### src/rtl/pulse_stretch_pkg.sv
// Shared definitions for the pulse stretcher: state encoding and width helpers.
package pulse_stretch_pkg;

    typedef enum logic [1:0] {
        IDLE = 2'd0,
        ON   = 2'd1,
        OFF  = 2'd2
    } state_t;

    function automatic int max_int(input int a, input int b);
        return (a > b) ? a : b;
    endfunction

    // One bit of headroom above the largest interval length.
    function automatic int timer_width(input int on_cycles, input int off_cycles);
        return $clog2(max_int(on_cycles, off_cycles)) + 1;
    endfunction

    function automatic int pending_width(input int depth);
        return $clog2(depth + 1);
    endfunction

endpackage

### src/rtl/cycle_timer.sv
// Loadable interval down-counter; done is high while the count is zero.
module cycle_timer #(
    parameter int W = 20
) (
    input  logic         Clk,
    input  logic         Rst_n,
    input  logic         load,
    input  logic [W-1:0] load_value,
    output logic         done
);

    logic [W-1:0] count_reg;
    logic [W-1:0] count_next;

    // Holds at zero once expired so done stays asserted until the next load.
    always_comb begin
        count_next = count_reg;
        if (load) begin
            count_next = load_value;
        end else if (count_reg != '0) begin
            count_next = count_reg - W'(1);
        end
    end

    always_ff @(posedge Clk or negedge Rst_n) begin
        if (!Rst_n) begin
            count_reg <= '0;
        end else begin
            count_reg <= count_next;
        end
    end

    assign done = (count_reg == '0);

endmodule

### src/rtl/pulse_stretch.sv
// Stretches single-cycle events into ON/OFF intervals on a registered pin.
// Optional event queue enabled by defining PULSE_STRETCH_QUEUE_EN.
module pulse_stretch
    import pulse_stretch_pkg::*;
#(
    parameter int ON_CYCLES   = 524288,
    parameter int OFF_CYCLES  = 524288,
    parameter int QUEUE_DEPTH = 3
) (
    input  logic Clk,
    input  logic Rst_n,
    input  logic Event,
    output logic Output,
    output logic Busy,
    output logic Dropped
);

    localparam int TW = timer_width(ON_CYCLES, OFF_CYCLES);
    localparam logic [TW-1:0] ON_LOAD  = TW'(ON_CYCLES - 1);
    localparam logic [TW-1:0] OFF_LOAD = TW'(OFF_CYCLES - 1);

    if (ON_CYCLES < 1 || OFF_CYCLES < 1 || QUEUE_DEPTH < 1) begin : g_param_check
        $error("pulse_stretch: ON_CYCLES, OFF_CYCLES and QUEUE_DEPTH must be >= 1");
    end

    state_t        state_reg;
    state_t        state_next;
    logic          output_reg;
    logic          busy_reg;
    logic          dropped_reg;
    logic          drop_next;
    logic          timer_load;
    logic [TW-1:0] timer_value;
    logic          timer_done;
    logic          off_end;
    logic          pending_zero;
    logic          ev_direct;

    assign off_end = (state_reg == OFF) && timer_done;

    // An event starts the next ON directly when nothing is ahead of it:
    // in IDLE, or in the final OFF cycle with an empty queue.
    assign ev_direct = Event && ((state_reg == IDLE) || (off_end && pending_zero));

`ifdef PULSE_STRETCH_QUEUE_EN
    localparam int PW = pending_width(QUEUE_DEPTH);
    localparam logic [PW-1:0] DEPTH_P = PW'(QUEUE_DEPTH);

    logic [PW-1:0] pending_reg;
    logic [PW-1:0] pending_next;
    logic          consume;

    assign consume      = off_end && (pending_reg != '0);
    assign pending_zero = (pending_reg == '0);

    // A consume and a new event in the same cycle cancel, so saturation
    // is judged against the count after the consume.
    always_comb begin
        pending_next = pending_reg;
        drop_next    = 1'b0;
        if (Event && !ev_direct) begin
            if (consume) begin
                pending_next = pending_reg;
            end else if (pending_reg < DEPTH_P) begin
                pending_next = pending_reg + PW'(1);
            end else begin
                drop_next = 1'b1;
            end
        end else if (consume) begin
            pending_next = pending_reg - PW'(1);
        end
    end

    always_ff @(posedge Clk or negedge Rst_n) begin
        if (!Rst_n) begin
            pending_reg <= '0;
        end else begin
            pending_reg <= pending_next;
        end
    end
`else
    assign pending_zero = 1'b1;

    always_comb begin
        drop_next = Event && !ev_direct;
    end
`endif

    always_comb begin
        state_next  = state_reg;
        timer_load  = 1'b0;
        timer_value = ON_LOAD;
        case (state_reg)
            IDLE: begin
                if (Event) begin
                    state_next  = ON;
                    timer_load  = 1'b1;
                    timer_value = ON_LOAD;
                end
            end
            ON: begin
                if (timer_done) begin
                    state_next  = OFF;
                    timer_load  = 1'b1;
                    timer_value = OFF_LOAD;
                end
            end
            OFF: begin
                if (timer_done) begin
                    if (!pending_zero || Event) begin
                        state_next  = ON;
                        timer_load  = 1'b1;
                        timer_value = ON_LOAD;
                    end else begin
                        state_next = IDLE;
                    end
                end
            end
            default: begin
                state_next = IDLE;
            end
        endcase
    end

    cycle_timer #(
        .W(TW)
    ) u_timer (
        .Clk       (Clk),
        .Rst_n     (Rst_n),
        .load      (timer_load),
        .load_value(timer_value),
        .done      (timer_done)
    );

    // Pin and Busy are decoded from the next state so they change on the
    // same edge as the state register itself.
    always_ff @(posedge Clk or negedge Rst_n) begin
        if (!Rst_n) begin
            state_reg   <= IDLE;
            output_reg  <= 1'b0;
            busy_reg    <= 1'b0;
            dropped_reg <= 1'b0;
        end else begin
            state_reg   <= state_next;
            output_reg  <= (state_next == ON);
            busy_reg    <= (state_next != IDLE);
            dropped_reg <= drop_next;
        end
    end

    assign Output  = output_reg;
    assign Busy    = busy_reg;
    assign Dropped = dropped_reg;

endmodule

### config.mk
export PLATFORM = sky130hd
export DESIGN_NAME = pulse_stretch
export DESIGN_NICKNAME = d
export VERILOG_FILES = /design/src/rtl/pulse_stretch_pkg.sv /design/src/rtl/cycle_timer.sv /design/src/rtl/pulse_stretch.sv
export SDC_FILE = /design/constraint.sdc
export NUM_CORES = 1
export LEC_CHECK = 0
export CAP_MARGIN = 20
export CORE_UTILIZATION = 45
export DETAILED_ROUTE_END_ITERATION = 16
export GPL_TIMING_DRIVEN = 0
export PLACE_DENSITY = 0.72
export SYNTH_ARGS = -nofsm -noshare
export SYNTH_HDL_FRONTEND = slang
export SYNTH_SLANG_ARGS = --single-unit
export TNS_END_PERCENT = 5
### constraint.sdc
create_clock -name Clk -period 1.9 [get_ports Clk]
set_clock_uncertainty 0.1 [all_clocks]
set_input_delay 0.285 -clock Clk [delete_from_list [all_inputs] [get_ports Clk]]
set_output_delay 0.285 -clock Clk [all_outputs]
set_load 0.02 [all_outputs]
==> results.sh <==
export IMPL_status="finished with violations"
export IMPL_violations="setup timing"
export IMPL_period_needed_ns=2.18
export IMPL_die_area_um2=3200
export IMPL_syn_nets=137
export IMPL_critPathMaxFanout=5
export IMPL_combPwrFrac_pct=29.2
export IMPL_power_density_nw_per_um2=813
export IMPL_worst_pin_slew_ns=0.575
export IMPL_wl_per_cell_um=16.0
export IMPL_htreeDepth=1
export IMPL_critPathCaptureType="flop"
export IMPL_clockRootBuffer="clkbuf_4"
export IMPL_synth_compound_area_share_pct=14.9
export IMPL_drv_slew=0
export IMPL_rows=19
export IMPL_postCtsHoldBufs=0
export IMPL_initial_core_util_pct=48.2
export IMPL_p_int_mw=0.889
export IMPL_gp_congestion=0.836
export IMPL_antenna_found_initial=0
export IMPL_relSlewSlack_pct=61.5
export IMPL_synth_xor_area_share_pct=8.49
export IMPL_maxCapViolCount=0
export IMPL_tritoncts="yes"
export IMPL_avgSynthCellArea_um2=10.2
export IMPL_area_sequential_um2=626
export IMPL_numCtsBuffers=3
export IMPL_die_y_um=56.6
export IMPL_clk_path_buf_depth=2
export IMPL_synthAdderAreaFrac_pct=1.87
export IMPL_grt_pass1_wl_mm=4.91
export IMPL_netlist_top_cell_by_area="dfrtp_1"
export IMPL_post_route_period_util_pct=115
export IMPL_critPathKind="reg -> reg"
export IMPL_die_w_um=56.6
export IMPL_dr_pass1_iters=4
export IMPL_drt_iter0_drc=31
export IMPL_nFillCells=219
export IMPL_p_leak_nw=0.603
export IMPL_insertion_delay_ns=0.33
export IMPL_grt_start_max_net_pins=26
export IMPL_netlist_area_um2=1340
export IMPL_yosys_area_top_type_share_pct=46.6
export IMPL_grt_pass1_vias=1089
export IMPL_cts_reportedPaths_clkPinSlew_ns=0.13
export IMPL_setup_tns_ns=-4.33
export IMPL_diodes=0
export IMPL_hp_class="in -> async"
export IMPL_io_pin_count=6
export IMPL_seqPwrFrac_pct=53.0
export IMPL_nets=165
export IMPL_synth_cell_types=41
export IMPL_required_ns=2.03
export IMPL_coreArea_um2=2780
export IMPL_ant_nets=0
export IMPL_max_freq_mhz=459
export IMPL_final_instance_count_excl_fill=190
export IMPL_synthSimpleGateAreaFrac_pct=24.7
export IMPL_cts_sinks=25
export IMPL_place_hpwl_mm=1.78
export IMPL_worst_r2r_path_depth=5
export IMPL_overflow=0
export IMPL_synth_mux_area_share_pct=0.746
export IMPL_largest_reg_flops=20
export IMPL_placedCellCount=168
export IMPL_timing_final_ws_setup_ns=-0.278
export IMPL_ys_ff_latch=25
export IMPL_wirelength_mm=3.05
export IMPL_p_sw_mw=0.474
export IMPL_drc_errors=0
export IMPL_grt_util_all_layers_pct=20.6
export IMPL_numPortBuffers=5
export IMPL_multi_input_area_um2=751
export IMPL_vias=1092
export IMPL_setup_viol=23
export IMPL_drive_gt1_share_pct=28.3
export IMPL_routed_via_density=5.75
export IMPL_swShare_pct=34.8
export IMPL_synth_area_leaders="dfrtp_1 47%, xnor2_1 6.5%, nand2_1 5.9%, a2111oi_0 2.6%, nor2_1 2.5%"
export IMPL_start_kind="flop"
export IMPL_yosys_warnings=0
export IMPL_hold_viol_final=0
export IMPL_arrival_ns=2.31
export IMPL_rsz0062_at_grt="yes"
export IMPL_ys_seq_area_share_pct=46.6
export IMPL_power_frac_clock_pct=17.8
export IMPL_synthCells=132
export IMPL_synthToLayoutAreaGrowth_pct=25.0
export IMPL_synth_top_family_by_area="simple AND/OR/NAND/NOR gates"
export IMPL_ir_worst_vdd_uv=513
worst max-delay path: stages, from the launching register on:
cell	delay [ns]
dfrtp_1	0.40
or3_4	0.43
or4_4	0.60
o21ai_1	0.29
xor2_1	0.19
nand2_1	0.06
power by group through the flow:
stage	clock network, mW	registers [mW]	logic, mW
floorplan	0	0.689	0.229
global placement	0	0.700	0.280
detailed placement	0	0.708	0.289
CTS	0.251	0.707	0.321
global route	0.270	0.733	0.437
finish	0.243	0.722	0.398
cell type report:
type | count | area share [%]
clock buffer | 4 | 1.57
tap | 31 | 2.31
inverter | 3 | 0.672
multi-input combinational | 100 | 44.8
sequential | 25 | 37.3
buffer | 2 | 0.970
timing repair buffer | 25 | 12.4
logic make-up (layout without fill, tap and decap cells):
logic type      Yosys count  in the layout
xor+xnor                 13             13
simple gates             59             59
flops                    25             25
mux                       1              1
fa+ha+maj                 2              2
compound gates           25             25
buf+inv                   7             34
per-layer routing:
metal | GRT usage (%) | wire length, um | vias up
met5 | 0 | 0 | -
met4 | 14.6 | 104 | 0
met3 | 3.69 | 124 | 12
met2 | 35.1 | 1480 | 32
met1 | 22.9 | 1330 | 522
li1 | - | - | 526
per-stage QoR:
stage / setup slack, ns / util (%) / cell area [um2] / hold slack, ns / power, mW
floorplan: -0.188 / - / 1340 / -0.111 / 0.919
global placement: -0.411 / 51.5 / 1430 / 0.408 / 0.981
detailed placement: -0.447 / 51.5 / 1430 / 0.415 / 0.997
CTS: -0.257 / 56.3 / 1570 / 0.449 / 1.28
global route: -0.309 / 60.3 / 1680 / 0.250 / 1.44
finish: -0.278 / 60.3 / 1680 / 0.207 / 1.36
cells in the final DEF, fill, tap and decap left out, types with 2 or more instances in the layout:
master,netlist,final
nand3_1,3,3
o21ai_0,2,2
o31ai_1,3,3
clkbuf_4,0,3
nor3_1,6,4
clkdlybuf4s50_1,0,5
o211ai_1,4,4
a2111oi_2,0,2
nand2b_1,4,4
buf_4,0,19
inv_1,3,3
nand2_1,21,21
a2111oi_1,0,2
dfrtp_1,25,25
nor3_4,0,2
xnor2_1,10,10
xor2_1,3,3
a211oi_1,3,2
nor2_1,9,8
or3_4,2,3
nor4_1,3,3
synth_stat cells:
library cell,n
buf_6,1
o22ai_1,1
or2_2,1
a2bb2oi_2,1
o21ai_0,2
and2_1,1
nor3_1,6
nand2_1,21
a21boi_0,1
or4_4,1
buf_2,1
nor4_4,1
o21ai_2,1
and4_1,1
nor4_1,3
dfrtp_1,25
nor2b_4,1
o211ai_1,4
o21ai_4,1
a211oi_1,3
xnor2_1,10
nor2b_1,1
or4b_1,1
inv_1,3
nor2_1,9
nand3_2,1
a2111oi_0,4
mux2i_1,1
or3_1,1
nand3_1,3
clkbuf_1,2
or4_1,1
a21oi_1,1
o21ai_1,1
or3_4,2
a22oi_1,1
xor2_1,3
o31ai_1,3
nand2b_1,4
o311ai_1,1
ha_1,2
timing repair:
action | in CTS | in global routing
endpoints found under the setup margin | 25 | 25
gates resized for setup | 8 | 8
pin swaps | 6 | 5
buffers inserted | 10 | 9
path summary, 6_finish.rpt:
path	start	end	slack, ns
setup reg to reg	u_timer.count_reg[18]	u_timer.count_reg[11]	-0.28
min in group Clk	u_timer.count_reg[15]	u_timer.count_reg[15]	0.45
hold reg to reg	u_timer.count_reg[15]	u_timer.count_reg[15]	0.45
setup / recovery	u_timer.count_reg[18]	u_timer.count_reg[11]	-0.28
max in group asynchronous	Rst_n	Dropped	1.00
hold / removal	Rst_n	u_timer.count_reg[15]	0.21
Note: power is estimated with default switching activity, not from simulation.
